<file path="config.mk">
export PLATFORM = sky130hd
export DESIGN_NAME = tx_link
export DESIGN_NICKNAME = d
export VERILOG_FILES = /design/src/rtl/tx_link_pkg.sv /design/src/rtl/sync2.sv /design/src/rtl/tx_link.sv
export SDC_FILE = /design/constraint.sdc
export NUM_CORES = 1
export LEC_CHECK = 0
export ABC_AREA = 1
export CORE_UTILIZATION = 35
export DETAILED_ROUTE_END_ITERATION = 16
export HOLD_SLACK_MARGIN = 0.06
export SLEW_MARGIN = 25
export SYNTH_ARGS = -nofsm -noshare
export SYNTH_HDL_FRONTEND = slang
export SYNTH_SLANG_ARGS = --single-unit
</file>
<file path="constraint.sdc">
create_clock -name clk -period 2.45 [get_ports clk]
set_input_delay 0.6125 -clock clk [delete_from_list [all_inputs] [get_ports clk]]
set_output_delay 0.6125 -clock clk [all_outputs]
set_load 0.02 [all_outputs]
</file>
<file path="src/rtl/tx_link_pkg.sv">
// tx_link_pkg: shared link constants (flit width, router port directions).
package tx_link_pkg;
  localparam int FLIT_SIZE = 8;
  typedef enum logic [2:0] {DIR_NORTH, DIR_EAST, DIR_SOUTH, DIR_WEST, DIR_LOCAL} dir_e;
endpackage

</file>
<file path="src/rtl/sync2.sv">
// sync2: two-flop synchronizer for a single asynchronous control bit.
module sync2 (
  input  logic clk,
  input  logic reset_n,
  input  logic d,
  output logic q
);
  logic meta;
  always_ff @(posedge clk or negedge reset_n) begin
    if (!reset_n) begin
      meta <= 1'b0;
      q <= 1'b0;
    end else begin
      meta <= d;
      q <= meta;
    end
  end
endmodule

</file>
<file path="src/rtl/tx_link.sv">
// tx_link: 2-entry flit FIFO drained over a 4-phase req/ack handshake to a neighbour router.
module tx_link
  import tx_link_pkg::*;
#(
  parameter int SIZE = FLIT_SIZE
) (
  input  logic            clk,
  input  logic            reset_n,
  input  logic            ena,
  input  logic [SIZE-1:0] item_in,
  output logic            busy,
  output logic            req,
  output logic [SIZE-1:0] data_out,
  input  logic            ack
);
  typedef enum logic [1:0] {IDLE, REQ, REL} state_e;
  state_e state, state_n;
  logic [SIZE-1:0] mem [2];
  logic head, tail, wr, pop, load, ack_s;
  logic [1:0] count;
  sync2 u_sync (.clk(clk), .reset_n(reset_n), .d(ack), .q(ack_s));
  assign busy = count == 2'd2;
  assign wr = ena && !busy;
  always_comb begin
    load = state == IDLE && count != 2'd0;
    pop = state == REQ && ack_s;
    state_n = load ? REQ : pop ? REL : (state == REL && !ack_s) ? IDLE : state;
  end
  // req is registered so the neighbour never sees a decode glitch on state changes
  always_ff @(posedge clk or negedge reset_n) begin
    if (!reset_n) begin
      state <= IDLE;
      req <= 1'b0;
      data_out <= '0;
      count <= 2'd0;
      head <= 1'b0;
      tail <= 1'b0;
    end else begin
      state <= state_n;
      req <= state_n == REQ;
      if (load) data_out <= mem[head];
      if (wr) tail <= ~tail;
      if (pop) head <= ~head;
      count <= count + {1'b0, wr} - {1'b0, pop};
    end
  end
  always_ff @(posedge clk) if (wr) mem[tail] <= item_in;
endmodule

</file>
==> impl_metrics.yaml, run 1 <==
clock_network:
  h_tree_level_count: 2
  cts_tree: "yes"
  cts_sinks: 33
  clock_latency_ns: 0.32
  clockRootBuffer: "sky130_fd_sc_hd__clkbuf_4"
  cts_resized: 0
  postCtsHoldBufs: 0
  post_cts.repair.setup_buffers: 0
  clk_pin_slew_worst_paths_ns: 0.09
  cts_buffer_count: 5
  maximum_clock_path_buffer_count: 2
logic_synthesis:
  synthesized_area_um2: 1280
  synth_cell_types: 16
  synth_enable_flop_cells: 16
  synth_top_area_share_pct: 37.4
  yosysMostFrequentCell: "sky130_fd_sc_hd__nand2_1"
  netlist_top_cells_count: "sky130_fd_sc_hd__nand2_1, sky130_fd_sc_hd__dfrtp_1, sky130_fd_sc_hd__edfxtp_1"
  synthFlopType: "sky130_fd_sc_hd__dfrtp_1"
  ys_warn_count: 0
  synth.ff_latch_count: 33
  avgSynthCellArea_um2: 10.4
  yosysSeqAreaShare_pct: 70.5
  synthCells: 123
  yosysTopAreaCell: "sky130_fd_sc_hd__edfxtp_1"
  syn_nets: 136
  synth.area.top_cells: "sky130_fd_sc_hd__edfxtp_1, sky130_fd_sc_hd__dfrtp_1, sky130_fd_sc_hd__nand2_1"
  async_reset_ff_share_pct: 51.5
sta:
  finalCriticalPeriod_ns: 2.15
  hold_violation_count_in_the_final_report: 0
  tightest_slew_ns: 0.321
  number_of_endpoints_failing_setup_at_the_final_stage: 0
  slew_violations: 0
  setup_repair_after_global_routing_missed_its_margin: "false"
  worst_hold_slack_ns: 0.347
  worst_clock_skew_on_the_final_layout_ns: 0.00612
  relSlewSlack_pct: 78.4
  layout_worst_path_cycle_share_pct: 87.7
  totalNegativeSetupSlack_ns: 0
  fmaxAchievable_mhz: 466
detailed_routing:
  drc_errors_left: 0
  viasPerCell: 4.46
  route.final.wire_length_um: 2130
  detail_routed_net_length_per_standard_cell_um: 10.8
  drt_pre_antenna_iters: 4
  detail_route.iter0.violations: 24
  vias: 883
  antenna_violating_nets_post_route: 0
setup_path:
  worst-r2r-cell-count: 5
  r2r_setup_slack_ns: 1.03
  critical_path.reg2reg.startpoint: "count[1]$_DFF_PN0_"
  crit_fanout: 4
  series_of_cell_instances_along_the_critical_path: "inv_1, nor2_1, clkdlybuf4s50_1"
  path_class: "flip-flop to primary output"
  worst_path_max_delay_cell: "sky130_fd_sc_hd__clkdlybuf4s50_1"
  crit_path_max_incr_delay_ns: 0.62
  timing.critical_path.from_type: "flip-flop"
  timing.critical_path.required_ns: 1.84
  critPathCaptureType: "primary output"
  worst_ep_arrival_time_ns: 1.54
  r2r-end: "mem[0][1]$_DFFE_PP_"
placed_design:
  dpl_cell_area_um2: 1550
  gp_routability_congestion: 0.707
  dpl.hpwl_um: 1500
  io_buffers: 21
global_routing:
  grt_overflow: 0
  grt_pass1_vias: 888
  grt_max_degree: 18
  grt_antenna_before_repair: 0
  grt.total_usage_pct: 13.5
  grt_pass1_wl_um: 3920
hold_path:
  startpoint_of_the_lowest_slack_hold_path: "u_sync.meta$_DFF_PN0_"
  hold_path_class: "flip-flop to flip-flop"
  worst_hold_path.endpoint: "u_sync.q$_DFF_PN0_"
  worst_hold_path_cell_count: 0
floorplanning:
  die_area_um2: 3920
  floorplan.core_area_um2: 3420
  die_h_um: 62.6
  initial_core_util_pct: 37.6
  die_x_um: 62.6
  io-pin-count: 22
  rows: 21
power:
  powerDensity_nw_per_um2: 1190
  irDropWorstVdd_uv: 467
  p_leak_nw: 0.741
final_layout:
  diodes: 0
  area_growth_syn_to_layout_pct: 24.5
  final_std_cell_area_no_fill_um2: 1600
  nets: 164
  multi_input_area_um2: 322
  register_area_um2: 906
  num-fill-cells: 362
  end_of_flow_core_utilization_pct: 46.8
  post_route_cells_drive_above_1_share_pct: 9.21
status:
  status: "completed"
flow_run:
  timing.max_cap.violations: 0
-- flip-flops by register name (all words and copies together), names as in the netlist --
signal	flops
mem	16
u_sync.meta	1
head	1
data_out	8
u_sync.q	1
tail	1
state	2
count	2
req	1
-- cell type report --
class / instances / share of cell area [%]
sequential: 33 / 56.6
multi-input combinational: 77 / 20.1
timing repair buffer: 23 / 14.1
tap: 46 / 3.60
clock buffer: 7 / 2.81
inverter: 11 / 2.58
clock inverter: 1 / 0.235
-- stage by stage --
step | total power [mW] | setup WS (ns) | cells
after floorplan | 1.38 | 1.00 | 123
after global placement | 1.62 | 0.515 | 190
after detailed placement | 1.65 | 0.457 | 190
after CTS | 1.93 | 0.273 | 198
after global routing | 2.08 | 0.199 | 198
final | 1.90 | 0.302 | 198
-- routing by layer --
metal	track usage, %	routed length [µm]	vias to the layer above
li1	-	-	438
met1	14.3	862	423
met2	23.8	1120	16
met3	4.93	112	6
met4	6.10	40	0
met5	0	0	-
-- critical path: cells and delay by family, from the launching register on --
| kind | cells | cell delay (ns) |
|---|---|---|
| simple gates | 1 | 0.15 |
| flops | 1 | 0.36 |
| buf+inv | 2 | 0.70 |
-- worst max path at each step --
| stage | startpoint | end | slack, ns |
|---|---|---|---|
| 2_1_floorplan | ena | mem[1][0]$_DFFE_PP_ | 1.0 |
| 3_3_place_gp | ena | mem[0][7]$_DFFE_PP_ | 0.52 |
| 3_5_place_dp | ena | mem[0][7]$_DFFE_PP_ | 0.46 |
| 4_1_cts | count[1]$_DFF_PN0_ | busy | 0.27 |
| 5_1_grt | count[1]$_DFF_PN0_ | busy | 0.20 |
| 6_report | count[1]$_DFF_PN0_ | busy | 0.30 |
-- where the power goes --
part / switching [mW] / internal (mW) / leakage [nW] / total [mW]
Clock: 0.166 / 0.110 / 0.0269 / 0.277
Sequential: 0.110 / 0.777 / 0.356 / 0.887
Combinational: 0.445 / 0.295 / 0.359 / 0.740
Total: 0.722 / 1.18 / 0.741 / 1.90
-- placed cells by master (no fill, tap or decap), types with 3 or more instances in the layout --
master                            netlist  final
sky130_fd_sc_hd__edfxtp_1              16     16
sky130_fd_sc_hd__inv_2                  3      3
sky130_fd_sc_hd__dfrtp_1               17     17
sky130_fd_sc_hd__clkbuf_4               0      5
sky130_fd_sc_hd__inv_1                  8      8
sky130_fd_sc_hd__nand2_1               62     62
sky130_fd_sc_hd__nor2_1                 4      4
sky130_fd_sc_hd__clkdlybuf4s50_1        0     21
-- kinds of logic (layout without fill, tap and decap cells) --
| logic type | count (synthesis) | count (layout) | synth area share (%) |
|---|---|---|---|
| AO/OA/AOI/OAI | 4 | 4 | 1.85 |
| XOR/XNOR | 1 | 1 | 0.682 |
| adder cells (fa/ha/maj) | 1 | 1 | 0.974 |
| buffers and inverters | 13 | 42 | 4.48 |
| flip-flops | 33 | 33 | 70.5 |
| AND/OR/NAND/NOR | 71 | 71 | 21.5 |
Power figures use the tool's default switching activity.
==> run 2: changes to the inputs <==
--- a/config.mk
+++ b/config.mk
@@ -9,6 +9,7 @@
 export CORE_UTILIZATION = 35
 export DETAILED_ROUTE_END_ITERATION = 16
 export HOLD_SLACK_MARGIN = 0.06
+export RECOVER_POWER = 50
 export SLEW_MARGIN = 25
 export SYNTH_ARGS = -nofsm -noshare
 export SYNTH_HDL_FRONTEND = slang
==> run 2 against run 1 <==
  * First-iteration DRC count did not move
  * Sequential share of layout area rose by 0.22 points
  * Clock skew did not move
  * Wire length barely moved
==> impl_metrics.yaml, run 2 (same netlist as run 1, synthesis figures left out) <==
clock_network:
  cts_buffer_count: 5
  clock_latency_ns: 0.32
  post_cts.repair.setup_buffers: 0
  cts_resized: 0
  clk_pin_slew_worst_paths_ns: 0.09
  h_tree_level_count: 2
  clockRootBuffer: "sky130_fd_sc_hd__clkbuf_4"
  cts_tree: "yes"
  postCtsHoldBufs: 0
  maximum_clock_path_buffer_count: 2
  cts_sinks: 33
sta:
  hold_violation_count_in_the_final_report: 0
  layout_worst_path_cycle_share_pct: 87.7
  number_of_endpoints_failing_setup_at_the_final_stage: 0
  slew_violations: 0
  setup_repair_after_global_routing_missed_its_margin: "false"
  finalCriticalPeriod_ns: 2.15
  worst_clock_skew_on_the_final_layout_ns: 0.00612
  relSlewSlack_pct: 36.1
  tightest_slew_ns: 0.958
  totalNegativeSetupSlack_ns: 0
  fmaxAchievable_mhz: 466
floorplanning:
  rows: 21
  floorplan.core_area_um2: 3420
  io-pin-count: 22
  die_h_um: 62.6
  die_area_um2: 3920
  initial_core_util_pct: 37.6
  die_x_um: 62.6
setup_path:
  timing.critical_path.from_type: "flip-flop"
  worst-r2r-cell-count: 5
  r2r-end: "mem[0][1]$_DFFE_PP_"
  crit_path_max_incr_delay_ns: 0.62
  critical_path.reg2reg.startpoint: "count[1]$_DFF_PN0_"
  timing.critical_path.required_ns: 1.84
  cpLargestDelayFamily: "buffers and inverters"
  timing.critical_path.from: "count[1]$_DFF_PN0_"
  crit_fanout: 4
  critical_path_depth: 3
  worst_path_max_delay_cell: "sky130_fd_sc_hd__clkdlybuf4s50_1"
  path_class: "flip-flop to primary output"
  r2r_setup_slack_ns: 1.03
  worst_ep_arrival_time_ns: 1.54
  crit_buf_inv: 2
  timing.critical_path.to: "busy"
  critPathCaptureType: "primary output"
  series_of_cell_instances_along_the_critical_path: "inv_1, nor2_1, clkdlybuf4s50_1"
placed_design:
  dpl.hpwl_um: 1500
  gp_routability_congestion: 0.707
  io_buffers: 21
  dp.cells: 190
power:
  irDropWorstVdd_uv: 467
  power.share.sequential_pct: 46.8
  intPower_mw: 1.17
  powerDensity_nw_per_um2: 1190
  power.net_switching_mw: 0.717
  clkPwrFrac_pct: 14.6
  power.total_mw: 1.89
  p_sw_share_pct: 37.9
  combinational_share_of_power_pct: 38.6
  p_leak_nw: 0.741
final_layout:
  post_route_cells_drive_above_1_share_pct: 7.24
  commonest_cells_after_routing_fill_and_taps_aside: "sky130_fd_sc_hd__nand2_1, sky130_fd_sc_hd__dfrtp_1, sky130_fd_sc_hd__edfxtp_1"
  max_flop_register: "mem"
  num-fill-cells: 363
  finalNonFillerCells: 198
  register_area_um2: 906
  diodes: 0
  nets: 164
  layout_commonest_cell: "sky130_fd_sc_hd__nand2_1"
  multi_input_area_um2: 319
  area_growth_syn_to_layout_pct: 24.1
  top_regs: "mem x16, data_out x8"
  largest_register_ff_count: 16
global_routing:
  grt_antenna_before_repair: 0
  grt_pass1_wl_um: 3920
  grt_overflow: 0
  grt_max_degree: 18
  grt_pass1_vias: 888
  grt.total_usage_pct: 13.5
detailed_routing:
  antenna_violating_nets_post_route: 0
  detail_routed_net_length_per_standard_cell_um: 10.8
  drc_errors_left: 0
  viasPerCell: 4.46
  vias: 883
  detail_route.iter0.violations: 24
  route.final.wire_length_um: 2130
  drt_pre_antenna_iters: 4
hold_path:
  startpoint_of_the_lowest_slack_hold_path: "u_sync.meta$_DFF_PN0_"
  hold_path_class: "flip-flop to flip-flop"
status:
  status: "completed"
flow_run:
  timing.max_cap.violations: 0
==> run 2: layout make-up <==
type                            instances  area share, %
Clock buffer                            7           2.83
Clock inverter                          1          0.235
Inverter                               11           2.59
Multi-Input combinational cell         77           20.0
Sequential cell                        33           56.8
Tap cell                               46           3.61
Timing Repair Buffer                   23           13.9
==> run 2: layer usage <==
layer,global-route usage (%),routed length (µm),up-vias
met5,0,0,-
met4,6.10,40,0
met3,4.93,112,6
met2,23.8,1120,16
met1,14.3,861,423
li1,-,-,438
==> run 2: worst min path at each step <==
stage | end | slack (ns) | depth (start not counted)
floorplan | count[0]$_DFF_PN0_ | 0.32 | 0
global placement | u_sync.q$_DFF_PN0_ | 0.34 | 0
detailed placement | u_sync.q$_DFF_PN0_ | 0.33 | 0
CTS | u_sync.q$_DFF_PN0_ | 0.35 | 0
global route | u_sync.q$_DFF_PN0_ | 0.36 | 0
finish | u_sync.q$_DFF_PN0_ | 0.35 | 0
==> run 2: power by group through the flow <==
stage	clock, mW	combinational, mW	sequential [mW]
finish	0.277	0.730	0.885
global route	0.318	0.843	0.910
CTS	0.292	0.753	0.889
detailed placement	0	0.750	0.902
global placement	0	0.733	0.892
floorplan	0	0.431	0.947
==> run 2: through the flow <==
stage	instance area, µm²	utilization [%]	setup WS, ns	hold WS (ns)
after detailed placement	1550	45.4	0.457	0.335
after CTS	1600	46.8	0.273	0.353
final	1590	46.7	0.302	0.348
after global placement	1550	45.4	0.515	0.342
after floorplan	1280	-	1.00	0.317
after global routing	1590	46.7	0.199	0.362
==> run 3: changes to the inputs <==
--- a/config.mk
+++ b/config.mk
@@ -10,6 +10,8 @@
 export DETAILED_ROUTE_END_ITERATION = 16
 export HOLD_SLACK_MARGIN = 0.06
 export RECOVER_POWER = 50
+export SKIP_CTS_REPAIR_TIMING = 1
+export SKIP_LAST_GASP = 1
 export SLEW_MARGIN = 25
 export SYNTH_ARGS = -nofsm -noshare
 export SYNTH_HDL_FRONTEND = slang
==> constraint.sdc (replaced) <==
create_clock -name clk -period 2.4 [get_ports clk]
set_input_delay 0.6 -clock clk [delete_from_list [all_inputs] [get_ports clk]]
set_output_delay 0.6 -clock clk [all_outputs]
set_load 0.02 [all_outputs]
==> results of run 3 <==
The final DEF is identical to that of run 2. Status: completed.
Main changes from that run: setup slack after placement 0.457 ns -> 0.420 ns; setup slack after layout 0.302 ns -> 0.265 ns; register-to-register setup slack 1.03 ns -> 0.98 ns; total power 1.89 mW -> 1.93 mW; worst IR drop on VDD 467 µV -> 477 µV
